==> src/rtl/baser_sched_pkg.sv <==
// Shared types and defaults for the 257b lane scheduler.
package baser_sched_pkg;
    typedef enum logic [1:0] {IDLE, ARB, HOLD} sched_state_t;

    localparam int TC_WIDTH_DEF    = 257;
    localparam int SLOT_CYCLES_DEF = 4;
    localparam int CNT_W           = 32;
endpackage

==> src/rtl/baser_rr_arbiter.sv <==
// Round-robin arbiter: the first requester after the pointer wins, and the pointer then
// moves to that winner. It resets to the last lane, so lane 0 wins first.
module baser_rr_arbiter #(
    parameter int NUM_LANES = 4
) (
    input  logic                         clk,
    input  logic                         i_rst,
    input  logic [NUM_LANES-1:0]         i_req,
    input  logic                         i_advance,
    output logic [NUM_LANES-1:0]         o_gnt_onehot,
    output logic [$clog2(NUM_LANES)-1:0] o_gnt_idx
);
    localparam int LANE_W = $clog2(NUM_LANES);

    logic [LANE_W-1:0] ptr_q;
    logic [LANE_W-1:0] sel;
    int                idx;

    // Scan from the farthest lane back to the nearest one, so the nearest requester wins.
    always_comb begin
        o_gnt_onehot = '0;
        o_gnt_idx    = '0;
        idx          = 0;
        sel          = '0;
        for (int k = NUM_LANES; k >= 1; k--) begin
            idx = int'(ptr_q) + k;
            if (idx >= NUM_LANES) idx = idx - NUM_LANES;
            sel = LANE_W'(idx);
            if (i_req[sel]) begin
                o_gnt_onehot      = '0;
                o_gnt_onehot[sel] = 1'b1;
                o_gnt_idx         = sel;
            end
        end
    end

    always_ff @(posedge clk) begin
        if (i_rst)          ptr_q <= LANE_W'(NUM_LANES - 1);
        else if (i_advance) ptr_q <= o_gnt_idx;
    end
endmodule

==> src/rtl/baser_257b_lane_scheduler.sv <==
// Shares one 257b checker chain between NUM_LANES sources, one block per SLOT_CYCLES clocks.
// Optional per-lane grant counters: define SCHED_LANE_STATS_EN.
module baser_257b_lane_scheduler
    import baser_sched_pkg::*;
#(
    parameter int TC_WIDTH    = TC_WIDTH_DEF,
    parameter int NUM_LANES   = 4,
    parameter int SLOT_CYCLES = SLOT_CYCLES_DEF,
    parameter int LANE_W      = $clog2(NUM_LANES)
) (
    input  logic                          clk,
    input  logic                          i_rst,
    input  logic                          i_enable,
    input  logic [NUM_LANES-1:0]          i_lane_mask,
    input  logic                          i_chk_busy,
    input  logic [NUM_LANES-1:0]          i_req_valid,
    input  logic [NUM_LANES*TC_WIDTH-1:0] i_req_data,
    output logic [NUM_LANES-1:0]          o_req_ready,
    output logic [TC_WIDTH-1:0]           o_xcoded,
    output logic                          o_xcoded_valid,
    output logic [LANE_W-1:0]             o_lane_id,
    output logic [$clog2(SLOT_CYCLES)-1:0] o_slot_phase,
    output logic [CNT_W-1:0]              o_grant_count,
    output logic [CNT_W-1:0]              o_idle_count,
    output logic [NUM_LANES*CNT_W-1:0]    o_lane_grant_count
);
    localparam int PH_W = $clog2(SLOT_CYCLES);

    sched_state_t                      state_q;
    logic [PH_W-1:0]                   phase_q;
    logic [TC_WIDTH-1:0]               xcoded_q;
    logic                              strobe_q;
    logic [LANE_W-1:0]                 lane_q;
    logic [CNT_W-1:0]                  grant_cnt_q;
    logic [CNT_W-1:0]                  idle_cnt_q;

    logic [NUM_LANES-1:0][TC_WIDTH-1:0] lane_data;
    logic [NUM_LANES-1:0]              eligible;
    logic [NUM_LANES-1:0]              arb_req;
    logic [NUM_LANES-1:0]              gnt_onehot;
    logic [LANE_W-1:0]                 gnt_idx;
    logic                              arb_slot;
    logic                              grant;

    assign lane_data = i_req_data;
    assign eligible  = i_req_valid & i_lane_mask;
    // Arbitration happens in ARB, and also in the last slot phase so that slots run back-to-back.
    assign arb_slot  = (state_q == ARB) ||
                       (state_q == HOLD && phase_q == PH_W'(SLOT_CYCLES - 1));
    assign arb_req   = (arb_slot && i_enable && !i_chk_busy && !i_rst) ? eligible : '0;
    assign grant     = |gnt_onehot;

    baser_rr_arbiter #(.NUM_LANES(NUM_LANES)) u_arb (
        .clk          (clk),
        .i_rst        (i_rst),
        .i_req        (arb_req),
        .i_advance    (grant),
        .o_gnt_onehot (gnt_onehot),
        .o_gnt_idx    (gnt_idx)
    );

    always_ff @(posedge clk) begin
        if (i_rst) begin
            state_q     <= IDLE;
            phase_q     <= '0;
            xcoded_q    <= '0;
            strobe_q    <= 1'b0;
            lane_q      <= '0;
            grant_cnt_q <= '0;
            idle_cnt_q  <= '0;
        end else begin
            strobe_q <= 1'b0;
            if (arb_slot && i_enable && eligible == '0 && idle_cnt_q != '1)
                idle_cnt_q <= idle_cnt_q + CNT_W'(1);
            if (grant) begin
                state_q     <= HOLD;
                phase_q     <= '0;
                xcoded_q    <= lane_data[gnt_idx];
                lane_q      <= gnt_idx;
                strobe_q    <= 1'b1;
                grant_cnt_q <= grant_cnt_q + CNT_W'(1);
            end else begin
                case (state_q)
                    IDLE: if (i_enable) state_q <= ARB;
                    ARB:  if (!i_enable) state_q <= IDLE;
                    HOLD: begin
                        if (arb_slot) begin
                            phase_q <= '0;
                            state_q <= i_enable ? ARB : IDLE;
                        end else begin
                            phase_q <= phase_q + PH_W'(1);
                        end
                    end
                    default: state_q <= IDLE;
                endcase
            end
        end
    end

    assign o_req_ready    = gnt_onehot;
    assign o_xcoded       = xcoded_q;
    assign o_xcoded_valid = strobe_q;
    assign o_lane_id      = lane_q;
    assign o_slot_phase   = phase_q;
    assign o_grant_count  = grant_cnt_q;
    assign o_idle_count   = idle_cnt_q;

`ifdef SCHED_LANE_STATS_EN
    logic [NUM_LANES-1:0][CNT_W-1:0] lane_cnt_q;

    always_ff @(posedge clk) begin
        if (i_rst) begin
            lane_cnt_q <= '0;
        end else begin
            for (int n = 0; n < NUM_LANES; n++)
                if (gnt_onehot[n]) lane_cnt_q[n] <= lane_cnt_q[n] + CNT_W'(1);
        end
    end

    assign o_lane_grant_count = lane_cnt_q;
`else
    assign o_lane_grant_count = '0;
`endif
endmodule
==> config.mk <==
export PLATFORM = sky130hd
export DESIGN_NAME = baser_257b_lane_scheduler
export DESIGN_NICKNAME = d
export VERILOG_FILES = /design/src/rtl/baser_sched_pkg.sv /design/src/rtl/baser_rr_arbiter.sv /design/src/rtl/baser_257b_lane_scheduler.sv
export SDC_FILE = /design/constraint.sdc
export NUM_CORES = 1
export LEC_CHECK = 0
export ABC_AREA = 1
export BUFFER_PORTS_ARGS = -buffer_cell sky130_fd_sc_hd__buf_2
export CAP_MARGIN = 40
export CORE_AREA = 3 3 581 583
export DETAILED_ROUTE_END_ITERATION = 10
export DIE_AREA = 0 0 584 586
export SLEW_MARGIN = 5
export SYNTH_ARGS = -nofsm -noshare
export SYNTH_HDL_FRONTEND = slang
export SYNTH_SLANG_ARGS = --single-unit
export TNS_END_PERCENT = 50
==> constraint.sdc <==
create_clock -name clk -period 5.2 [get_ports clk]
set_input_delay 0.26 -clock clk [delete_from_list [all_inputs] [get_ports clk]]
set_output_delay 0.26 -clock clk [all_outputs]
set_load 0.02 [all_outputs]
Yosys cells after proc, flatten, opt, wreduce, memory -nomap -nowiden:

Cells that the tools add are included.

* register bits after elaboration: 330
* input bits: 1040
* logic and storage cells: 102

* add/subtract/negate cells: 11
* order comparisons: 13
* eq/ne operators: 10
* multiplexer cells: 39
* bitwise gates (word level): 1
* reductions and logical operators: 19

Operator list (number)
* $bmux W257 S2: 1
* $mux W257: 1
* $add A32 B1 Y32 const B: 2
* $ne A32 B32 Y1 const B: 1
* $mux W2: 13
* $mux W4: 5
* $lt A2 B3 Y1 const B: 5
* $logic_and A1 B1 Y1: 10
* $mux W1: 10
* $ge A3 B3 Y1 const B: 3
* $ne A3 B3 Y1 const B: 3
* $bmux W1 S2: 4
* $demux W1 S2: 4
* $ge A2 B1 Y1 const B: 4
* $sub A2 B1 Y2 const B: 4
* $add A2 B2 Y3 const B: 2
* $ne A2 B2 Y1 const B: 3
* $pmux W2 S3: 1
* $reduce_and A3 Y1: 2
* $reduce_or A5 Y1: 1
* $add A2 B3 Y4 const B: 1
* $and A4 B4 Y4: 1
* $eq A2 B2 Y1 const B: 2
* $ge A4 B3 Y1 const B: 1
* 8 further kinds: 9

Depth between registers and ports, before layout:

Gate-level depths: netlist (run 1).

* depth in word-level cells: 16
* depth in mapped cells: 20

Hierarchy:

A second synthesis (run 1) with hierarchy kept.

* cell total of the unflattened synthesis: 2910
* area, all modules: 20168.1 µm²

By module, submodules not included
* baser_257b_lane_scheduler: times used 1, cells each 2818, area each 19666.4 µm², seq. area each 6566.3 µm²
* baser_rr_arbiter: times used 1, cells each 92, area each 501.7 µm², seq. area each 40.0 µm²

Least setup slack after synthesis (run 1):

OpenSTA, ideal clock, no wires.

* path kind: register to register
* start: reg phase_q[0] (netlist: o_slot_phase[0])
* end: reg xcoded_q[42] (netlist: o_xcoded[42])
* arrival: 2346 ps
* data required time: 5142 ps
* slack: 2796 ps
* stages on the path, launching flop included: 20
* buffers on the path: 2
* clock period less this slack: 2404 ps
* cells stage by stage: dfxtp_1 > ha_1 > nand3_1 > nand2_2 > nand4_1 > nand2_1 > nand3_1 > nand2_4 > nor2_1 > nand2_1 > nand3_1 > nand2_1 > nand2_2 > nor2_4 > nand2_2 > inv_4 > buf_12 > buf_4 > nand2_1 > nand2_1

* longest elaborated chain between the ends: 15

RTL lines
* start: declaration: line baser_257b_lane_scheduler.sv:30 `logic [PH_W-1:0] phase_q;`
* start signal: assignment: line baser_257b_lane_scheduler.sv:91 `phase_q <= phase_q + PH_W'(1);`
* $eq A2 B2 Y1 *: line baser_257b_lane_scheduler.sv:49 `(state_q == HOLD && phase_q == PH_W'(SLOT_CYCLES - 1));`
* $logic_and A1 B1 Y1 *: line baser_257b_lane_scheduler.sv:49
* $logic_or A1 B1 Y1 *: line baser_257b_lane_scheduler.sv:48 `assign arb_slot = (state_q == ARB) ||`
* $logic_and A1 B1 Y1 * (3 in series): line baser_257b_lane_scheduler.sv:50 `assign arb_req = (arb_slot && i_enable && !i_chk_busy && !i_rst) ? eligible : '0;`
* $mux W4 *: line baser_257b_lane_scheduler.sv:50
* $bmux W1 S2: line baser_rr_arbiter.sv:29 `if (i_req[sel]) begin`
* $mux W1 (not written as such): line baser_rr_arbiter.sv:29
* $mux W2 (4 in series): line baser_rr_arbiter.sv:29
* $bmux W257 S2: line baser_257b_lane_scheduler.sv:78 `xcoded_q <= lane_data[gnt_idx];`
* $mux W257 (not written as such): line baser_257b_lane_scheduler.sv:78
* end signal: assignment: line baser_257b_lane_scheduler.sv:78
* end: declaration: line baser_257b_lane_scheduler.sv:31 `logic [TC_WIDTH-1:0] xcoded_q;`

Mark *: on every way between the ends. The rest lies on a longest branch, timed or not. The select of a mux whose other input is x is not followed.
A chain may end at the register's enable or synchronous reset.

Final worst setup path (run 1):

* start: reg u_arb.ptr_q[0]
* end: reg xcoded_q[222] (netlist: o_xcoded[222])

* longest elaborated chain between the ends: 12

RTL lines
* start: declaration: line baser_rr_arbiter.sv:15 `logic [LANE_W-1:0] ptr_q;`
* start signal: assignment: line baser_rr_arbiter.sv:38 `if (i_rst) ptr_q <= LANE_W'(NUM_LANES - 1);`
* start signal: assignment: line baser_rr_arbiter.sv:39 `else if (i_advance) ptr_q <= o_gnt_idx;`
* $add A2 B3 Y4: line baser_rr_arbiter.sv:26 `idx = int'(ptr_q) + k;`
* $ge A4 B3 Y1 / $sub A2 B1 Y2 (equally long branches): line baser_rr_arbiter.sv:27 `if (idx >= NUM_LANES) idx = idx - NUM_LANES;`
* $mux W2: line baser_rr_arbiter.sv:27
* $lt A2 B3 Y1 (not written as such) / $ge A2 B1 Y1 (equally long branches): line baser_rr_arbiter.sv:31 `o_gnt_onehot[sel] = 1'b1;`
* $logic_and A1 B1 Y1 (not written as such): line baser_rr_arbiter.sv:31
* $mux W1 (not written as such): line baser_rr_arbiter.sv:31
* $demux W1 S2
* $mux W4 (4 in series): line baser_rr_arbiter.sv:29
* $reduce_or A4 Y1: line baser_257b_lane_scheduler.sv:51 `assign grant = |gnt_onehot;`

Several ways; a longest one is shown, not always the timed one. The select of a mux whose other input is x is not followed.

==> results of run 1 <==
-- power breakdown --
part,switching (mW),internal [mW]
clock,1.58,2.04
sequential,0.571,3.89
combinational,22.8,12.5
total,24.9,18.5
-- worst min-delay path, stage by stage --
cell     delay [ns]
buf_2          0.08
nand2_1        0.04
nand2_1        0.05
nand2_1        0.11
nand2_1        0.08
nand2_1        0.05
nand2_1        0.05
-- per-stage QoR --
stage | util, % | instances | hold slack, ns
floorplan | - | 4475 | 0.380
detailed placement | 10.6 | 9867 | 0.433
global placement | 10.6 | 9866 | 0.434
finish | 13.1 | 10800 | 0.0471
global route | 13.1 | 10700 | 0.0522
CTS | 13.0 | 10600 | 0.000460
-- worst paths after layout --
check                                    from                         end
hold reg to reg    o_xcoded[245]$_SDFFE_PP0P_  o_xcoded[245]$_SDFFE_PP0P_
hold / removal                i_req_data[986]  o_xcoded[215]$_SDFFE_PP0P_
setup reg to reg  u_arb.ptr_q[0]$_SDFFE_PP1P_  o_xcoded[222]$_SDFFE_PP0P_
setup / recovery  u_arb.ptr_q[0]$_SDFFE_PP1P_  o_xcoded[222]$_SDFFE_PP0P_
-- logic make-up after synthesis --
| kind of cell | Yosys count |
|---|---|
| buffers and inverters | 516 |
| AND/OR/NAND/NOR | 3373 |
| adder cells (fa/ha/maj) | 7 |
| other | 1 |
| AO/OA/AOI/OAI | 84 |
| flip-flops | 330 |
| XOR/XNOR | 37 |
-- layer usage --
metal  track usage (%)  vias to the layer above  routed length, um
met5                 0                        -                931
met2              22.6                     1969             115000
met4              7.91                      136              15700
li1                  -                    17300                  -
met1              15.5                    17000              92700
met3              5.43                      555              27600
-- final cells by class --
type                    count  share of cell area [%]
diodes                    149                   0.852
clock buffers              66                    3.20
clock inverters            22                   0.534
inverters                  80                   0.732
multi-input cells        3629                    34.5
flip-flops and latches    330                    15.1
well taps                4387                    12.5
repair buffers           2095                    32.5
-- placed cells by master (no fill, tap or decap), types with 6 or more instances in the layout --
cell type / netlist / routed
a21oi_1: 54 / 54
xor2_1: 29 / 29
o21ai_0: 20 / 20
conb_1: 1 / 128
nand3_1: 708 / 708
clkinv_2: 0 / 7
ha_1: 7 / 7
buf_4: 136 / 49
dlygate4sd3_1: 0 / 654
nand4_1: 22 / 22
clkbuf_1: 47 / 7
clkbuf_8: 0 / 9
diode_2: 0 / 149
nor3_1: 39 / 39
nor2_1: 60 / 60
dfxtp_1: 330 / 330
nand2_1: 2516 / 2513
xnor2_1: 8 / 8
clkbuf_16: 0 / 50
nand2_2: 6 / 6
buf_12: 1 / 22
nor4_1: 12 / 12
inv_1: 74 / 74
buf_2: 222 / 1369
-- sequential cells by signal (all words and copies together) (netlist names) --
| signal | count |
|---|---|
| o_slot_phase | 2 |
| o_xcoded_valid | 1 |
| o_lane_id | 2 |
| o_grant_count | 32 |
| o_idle_count | 32 |
| u_arb.ptr_q | 2 |
| o_xcoded | 257 |
| state_q | 2 |
==> results.sh, run 1 <==
export IMPL_coreArea_um2=333000
export IMPL_holdPathStages=7
export IMPL_synth_cell_types=34
export IMPL_multi_input_area_um2=15100
export IMPL_rsz0062_at_grt="no"
export IMPL_post_route_min_period_ns=4.86
export IMPL_power_mw=43.4
export IMPL_stdcell_area_um2=43800
export IMPL_peakVddDrop_uv=686
export IMPL_dp_hpwl_mm=212
export IMPL_syn2layout_area_growth_pct=82.2
export IMPL_synth_top_family_by_area="simple AND/OR/NAND/NOR gates"
export IMPL_grt_pass1_vias=34400
export IMPL_grt_start_max_net_pins=131
export IMPL_rr_worst_depth=18
export IMPL_synth_commonest_cells="nand2_1, nand3_1, dfxtp_1"
export IMPL_drive_above_1_share_pct=24.8
export IMPL_io_buffers=1369
export IMPL_antenna_found_initial=246
export IMPL_synth_edf_count=0
export IMPL_synth_simple_area_share_pct=57.2
export IMPL_maxCapViolations=0
export IMPL_hp_class="in2reg"
export IMPL_synthArstFlopShare_pct=0
export IMPL_tightest_slew_ns=1.04
export IMPL_regArea_um2=6610
export IMPL_cts_clk_slew_worst_paths_ns=0.06
export IMPL_hold_violations=0
export IMPL_worstPathCellList="inv_2, ha_1, inv_1, nand3_1, nand2_2, nor2_1, o21ai_4, nand2_4, buf_12, buf_4, nand2_1, nand2_1, dlygate4sd3_1, nand2_1, nand2_1, dlygate4sd3_1, nand2_1, nand2_1"
export IMPL_via_per_inst=3.43
export IMPL_cts_hold_buf=654
export IMPL_cts_resized=0
export IMPL_yosysWarnings=0
export IMPL_yosys_area_share_adder_pct=0.364
export IMPL_synth_seq_cells=330
export IMPL_cts_setup_buffers=0
export IMPL_initialDrtViolationCount=2826
export IMPL_crit_cells=18
export IMPL_setup_violations_final=0
export IMPL_cts_max_path_buffers=3
export IMPL_synth_top_area_cell="nand2_1"
export IMPL_p_leak_nw=22.4
export IMPL_dieArea_um2=342000
export IMPL_wl_mm=252
export IMPL_critPathLaunchType="flip-flop"
export IMPL_outcome="completed"
export IMPL_numCtsBuffers=48
export IMPL_drc=0
export IMPL_max_freq_ghz=0.206
export IMPL_min_period_over_period_pct=93.5
export IMPL_synth_ff_type="dfxtp_1"
export IMPL_firstDrtPassIters=5
export IMPL_start_util_pct=7.21
export IMPL_rows=212
export IMPL_required_ns=5.85
export IMPL_io_pins=1498
export IMPL_synth_compound_area_share_pct=1.83
export IMPL_placed_area_um2=35200
export IMPL_gp_congestion=0.993
export IMPL_cts_tree="done"
export IMPL_synthMuxAreaShare_pct=0
export IMPL_critPathKind="reg2reg"
export IMPL_ys_seq_area_share_pct=27.5
export IMPL_cpPeakStageDelay_ns=0.62
export IMPL_grt_overflow=0
export IMPL_crit_family="buffers and inverters"
export IMPL_path_common_cell="nand2_1"
export IMPL_yosys_area_share_xor_xnor_pct=1.35
export IMPL_critical_path_slowest_cell="buf_4"
export IMPL_num_vias=36900
export IMPL_final_nets=7231
export IMPL_synth_area_top_cells="nand2_1, dfxtp_1, nand3_1, buf_2, buf_4"
export IMPL_p_per_area_nw_per_um2=991
export IMPL_cp_max_fo=81
export IMPL_die_height_um=586
export IMPL_slew_limit_headroom_pct=30.5
export IMPL_dp_slack_ns=1.05
export IMPL_endpoint_kind="flip-flop"
export IMPL_dieWidth_um=584
export IMPL_h_tree_depth=2
export IMPL_syn_area_um2=24000
export IMPL_cp_num_buf_inv=6
export IMPL_grt_pass1_wl_mm=320
export IMPL_root_buffer="clkbuf_16"
export IMPL_synth_most_common_cell="nand2_1"
export IMPL_arrival_ns=5.51
export IMPL_cts_sinks=330
export IMPL_tns_ns=0
export IMPL_r2r_setup_slack_ns=0.34
export IMPL_worst_clock_skew_ns=0.0414
export IMPL_synth_cells=4348
export IMPL_wire_per_inst_um=23.4
export IMPL_fin_ws_ns=0.338
export IMPL_grt_total_usage_pct=13.9
export IMPL_fill_cells=39100
export IMPL_drtAntennaViolNets=0
export IMPL_insertion_delay_ns=0.71
export IMPL_synth_avg_cell_area_um2=5.53
export IMPL_synth_top_area_share_pct=39.3
export IMPL_finalMaxSlewViolations=0
(Power assumes the default switching activity.)
==> run 2, diff against run 1 <==
--- a/config.mk
+++ b/config.mk
@@ -9,8 +9,10 @@
 export BUFFER_PORTS_ARGS = -buffer_cell sky130_fd_sc_hd__buf_2
 export CAP_MARGIN = 40
 export CORE_AREA = 3 3 581 583
+export CTS_CLUSTER_SIZE = 16
 export DETAILED_ROUTE_END_ITERATION = 10
 export DIE_AREA = 0 0 584 586
+export GPL_TIMING_DRIVEN = 0
 export SLEW_MARGIN = 5
 export SYNTH_ARGS = -nofsm -noshare
 export SYNTH_HDL_FRONTEND = slang
==> results.sh, run 2 (synthesis results as in run 1) <==
export IMPL_drtAntennaViolNets=0
export IMPL_stdcell_area_um2=43000
export IMPL_dp_slack_ns=0.108
export IMPL_mostFrequentLayoutCells="nand2_1, buf_2, nand3_1"
export IMPL_grtUsageMet1_pct=17.2
export IMPL_wire_per_inst_um=26.3
export IMPL_drc=0
export IMPL_fill_cells=39300
export IMPL_antenna_found_initial=210
export IMPL_tightest_slew_ns=0.901
export IMPL_numCtsBuffers=47
export IMPL_drive_above_1_share_pct=29.3
export IMPL_num_vias=38100
export IMPL_syn2layout_area_growth_pct=78.8
export IMPL_worst_clock_skew_ns=0.0454
export IMPL_grt_busiest_layer="met2"
export IMPL_initialDrtViolationCount=3273
export IMPL_layout_commonest_cell="nand2_1"
export IMPL_cts_max_path_buffers=3
export IMPL_wl_mm=285
export IMPL_root_buffer="clkbuf_16"
export IMPL_insertion_delay_ns=0.69
export IMPL_rows=212
export IMPL_grt_overflow=0
export IMPL_gr_usage_met3_pct=5.26
export IMPL_grt_util_met2_pct=27.1
export IMPL_h_tree_depth=2
export IMPL_setup_violations_final=0
export IMPL_min_period_over_period_pct=92.4
export IMPL_grt_pass1_vias=35200
export IMPL_multi_input_area_um2=15100
export IMPL_die_height_um=586
export IMPL_endpoint_kind="flip-flop"
export IMPL_io_pins=1498
export IMPL_worstSetupStartpoint="o_slot_phase[0]$_SDFFE_PP0P_"
export IMPL_cts_tree="done"
export IMPL_dieArea_um2=342000
export IMPL_cp_max_fo=11
export IMPL_regArea_um2=6610
export IMPL_grt_pass1_wl_mm=352
export IMPL_cts_sinks=330
export IMPL_dp_hpwl_mm=252
export IMPL_placed_area_um2=37100
export IMPL_post_route_min_period_ns=4.80
export IMPL_grt_start_max_net_pins=14
export IMPL_required_ns=5.82
export IMPL_crit_reg2reg_launch="o_slot_phase[0]$_SDFFE_PP0P_"
export IMPL_finalMaxSlewViolations=0
export IMPL_r2r_setup_slack_ns=0.40
export IMPL_hp_class="in2reg"
export IMPL_dieWidth_um=584
export IMPL_grt_total_usage_pct=15.8
export IMPL_outcome="completed"
export IMPL_max_freq_ghz=0.208
export IMPL_arrival_ns=5.42
export IMPL_cts_setup_buffers=0
export IMPL_hold_violations=0
export IMPL_holdCritStartpoint="i_req_data[924]"
export IMPL_slew_limit_headroom_pct=39.9
export IMPL_maxCapViolations=0
export IMPL_rr_worst_depth=19
export IMPL_start_util_pct=7.21
export IMPL_worstHoldEndpoint="o_xcoded[153]$_SDFFE_PP0P_"
export IMPL_firstDrtPassIters=8
export IMPL_critical_path_reg2reg_endpoint="o_xcoded[111]$_SDFFE_PP0P_"
export IMPL_rsz0062_at_grt="no"
export IMPL_io_buffers=1369
export IMPL_via_per_inst=3.52
export IMPL_cts_clk_slew_worst_paths_ns=0.06
export IMPL_critPathKind="reg2reg"
export IMPL_critPathLaunchType="flip-flop"
export IMPL_holdPathStages=7
export IMPL_gp_congestion=0.997
export IMPL_fin_ws_ns=0.398
export IMPL_final_nets=7349
export IMPL_largest_reg_flops=257
export IMPL_coreArea_um2=333000
-- run 2: layer usage --
metal  part of all wire (%)  routed length, um
met1                     36             103000
met3                     10              28500
met2                     47             135000
met4                    6.5              18600
met5                   0.24                692
-- run 2: timing repair --
action                                  4_1_cts  5_1_grt
hold endpoints to repair                    173        0
gates resized for setup                       0        8
hold buffers                                396        0
endpoints found under the setup margin        0       40
-- run 2: critical path, stage by stage, from the launching register on --
cell	delay, ns
dfxtp_1	0.38
ha_1	0.22
nand3_1	0.10
nand2_2	0.10
nand4_1	0.12
nand2_1	0.10
nand3_1	0.13
nand2_4	0.15
a21oi_1	0.05
o21ai_1	0.31
buf_2	0.33
buf_12	0.21
buf_2	0.48
buf_2	0.75
nand3_1	0.14
nand2_1	0.54
nand2_1	0.15
nand2_1	0.16
nand2_1	0.17
nand2_1	0.09
-- run 2: metrics by stage --
step	hold WS [ns]	util (%)	instances	setup TNS, ns
after floorplan	0.380	-	4475	0
after global placement	0.430	11.1	10200	-0.147
after detailed placement	0.434	11.1	10200	0
after CTS	0.000207	12.8	10700	0
after global routing	0.0352	12.9	10800	0
final	0.0642	12.9	10800	0
-- run 2: worst max path at each step --
| stage | slack (ns) | depth (start not counted) | end |
|---|---|---|---|
| final | 0.40 | 19 | o_xcoded[111]$_SDFFE_PP0P_ |
| after global routing | 0.02 | 16 | o_xcoded[111]$_SDFFE_PP0P_ |
| after CTS | 0.1 | 18 | o_xcoded[81]$_SDFFE_PP0P_ |
| after detailed placement | 0.11 | 16 | o_xcoded[111]$_SDFFE_PP0P_ |
| after global placement | -0.05 | 18 | o_xcoded[111]$_SDFFE_PP0P_ |
| after floorplan | 2.80 | 19 | o_xcoded[42]$_SDFFE_PP0P_ |
-- run 2: cell type report --
type | instances | area share, %
antenna | 102 | 0.594
buffer | 436 | 5.92
clock buffer | 63 | 3.21
clock inverter | 25 | 0.693
inverter | 80 | 0.705
multi-input combinational | 3629 | 35.1
sequential | 330 | 15.4
tap | 4387 | 12.8
timing repair buffer | 1778 | 25.6
Power of run 2 is not shown: default switching activity piles up to over one toggle a cycle in this logic, so the estimate is an artifact.
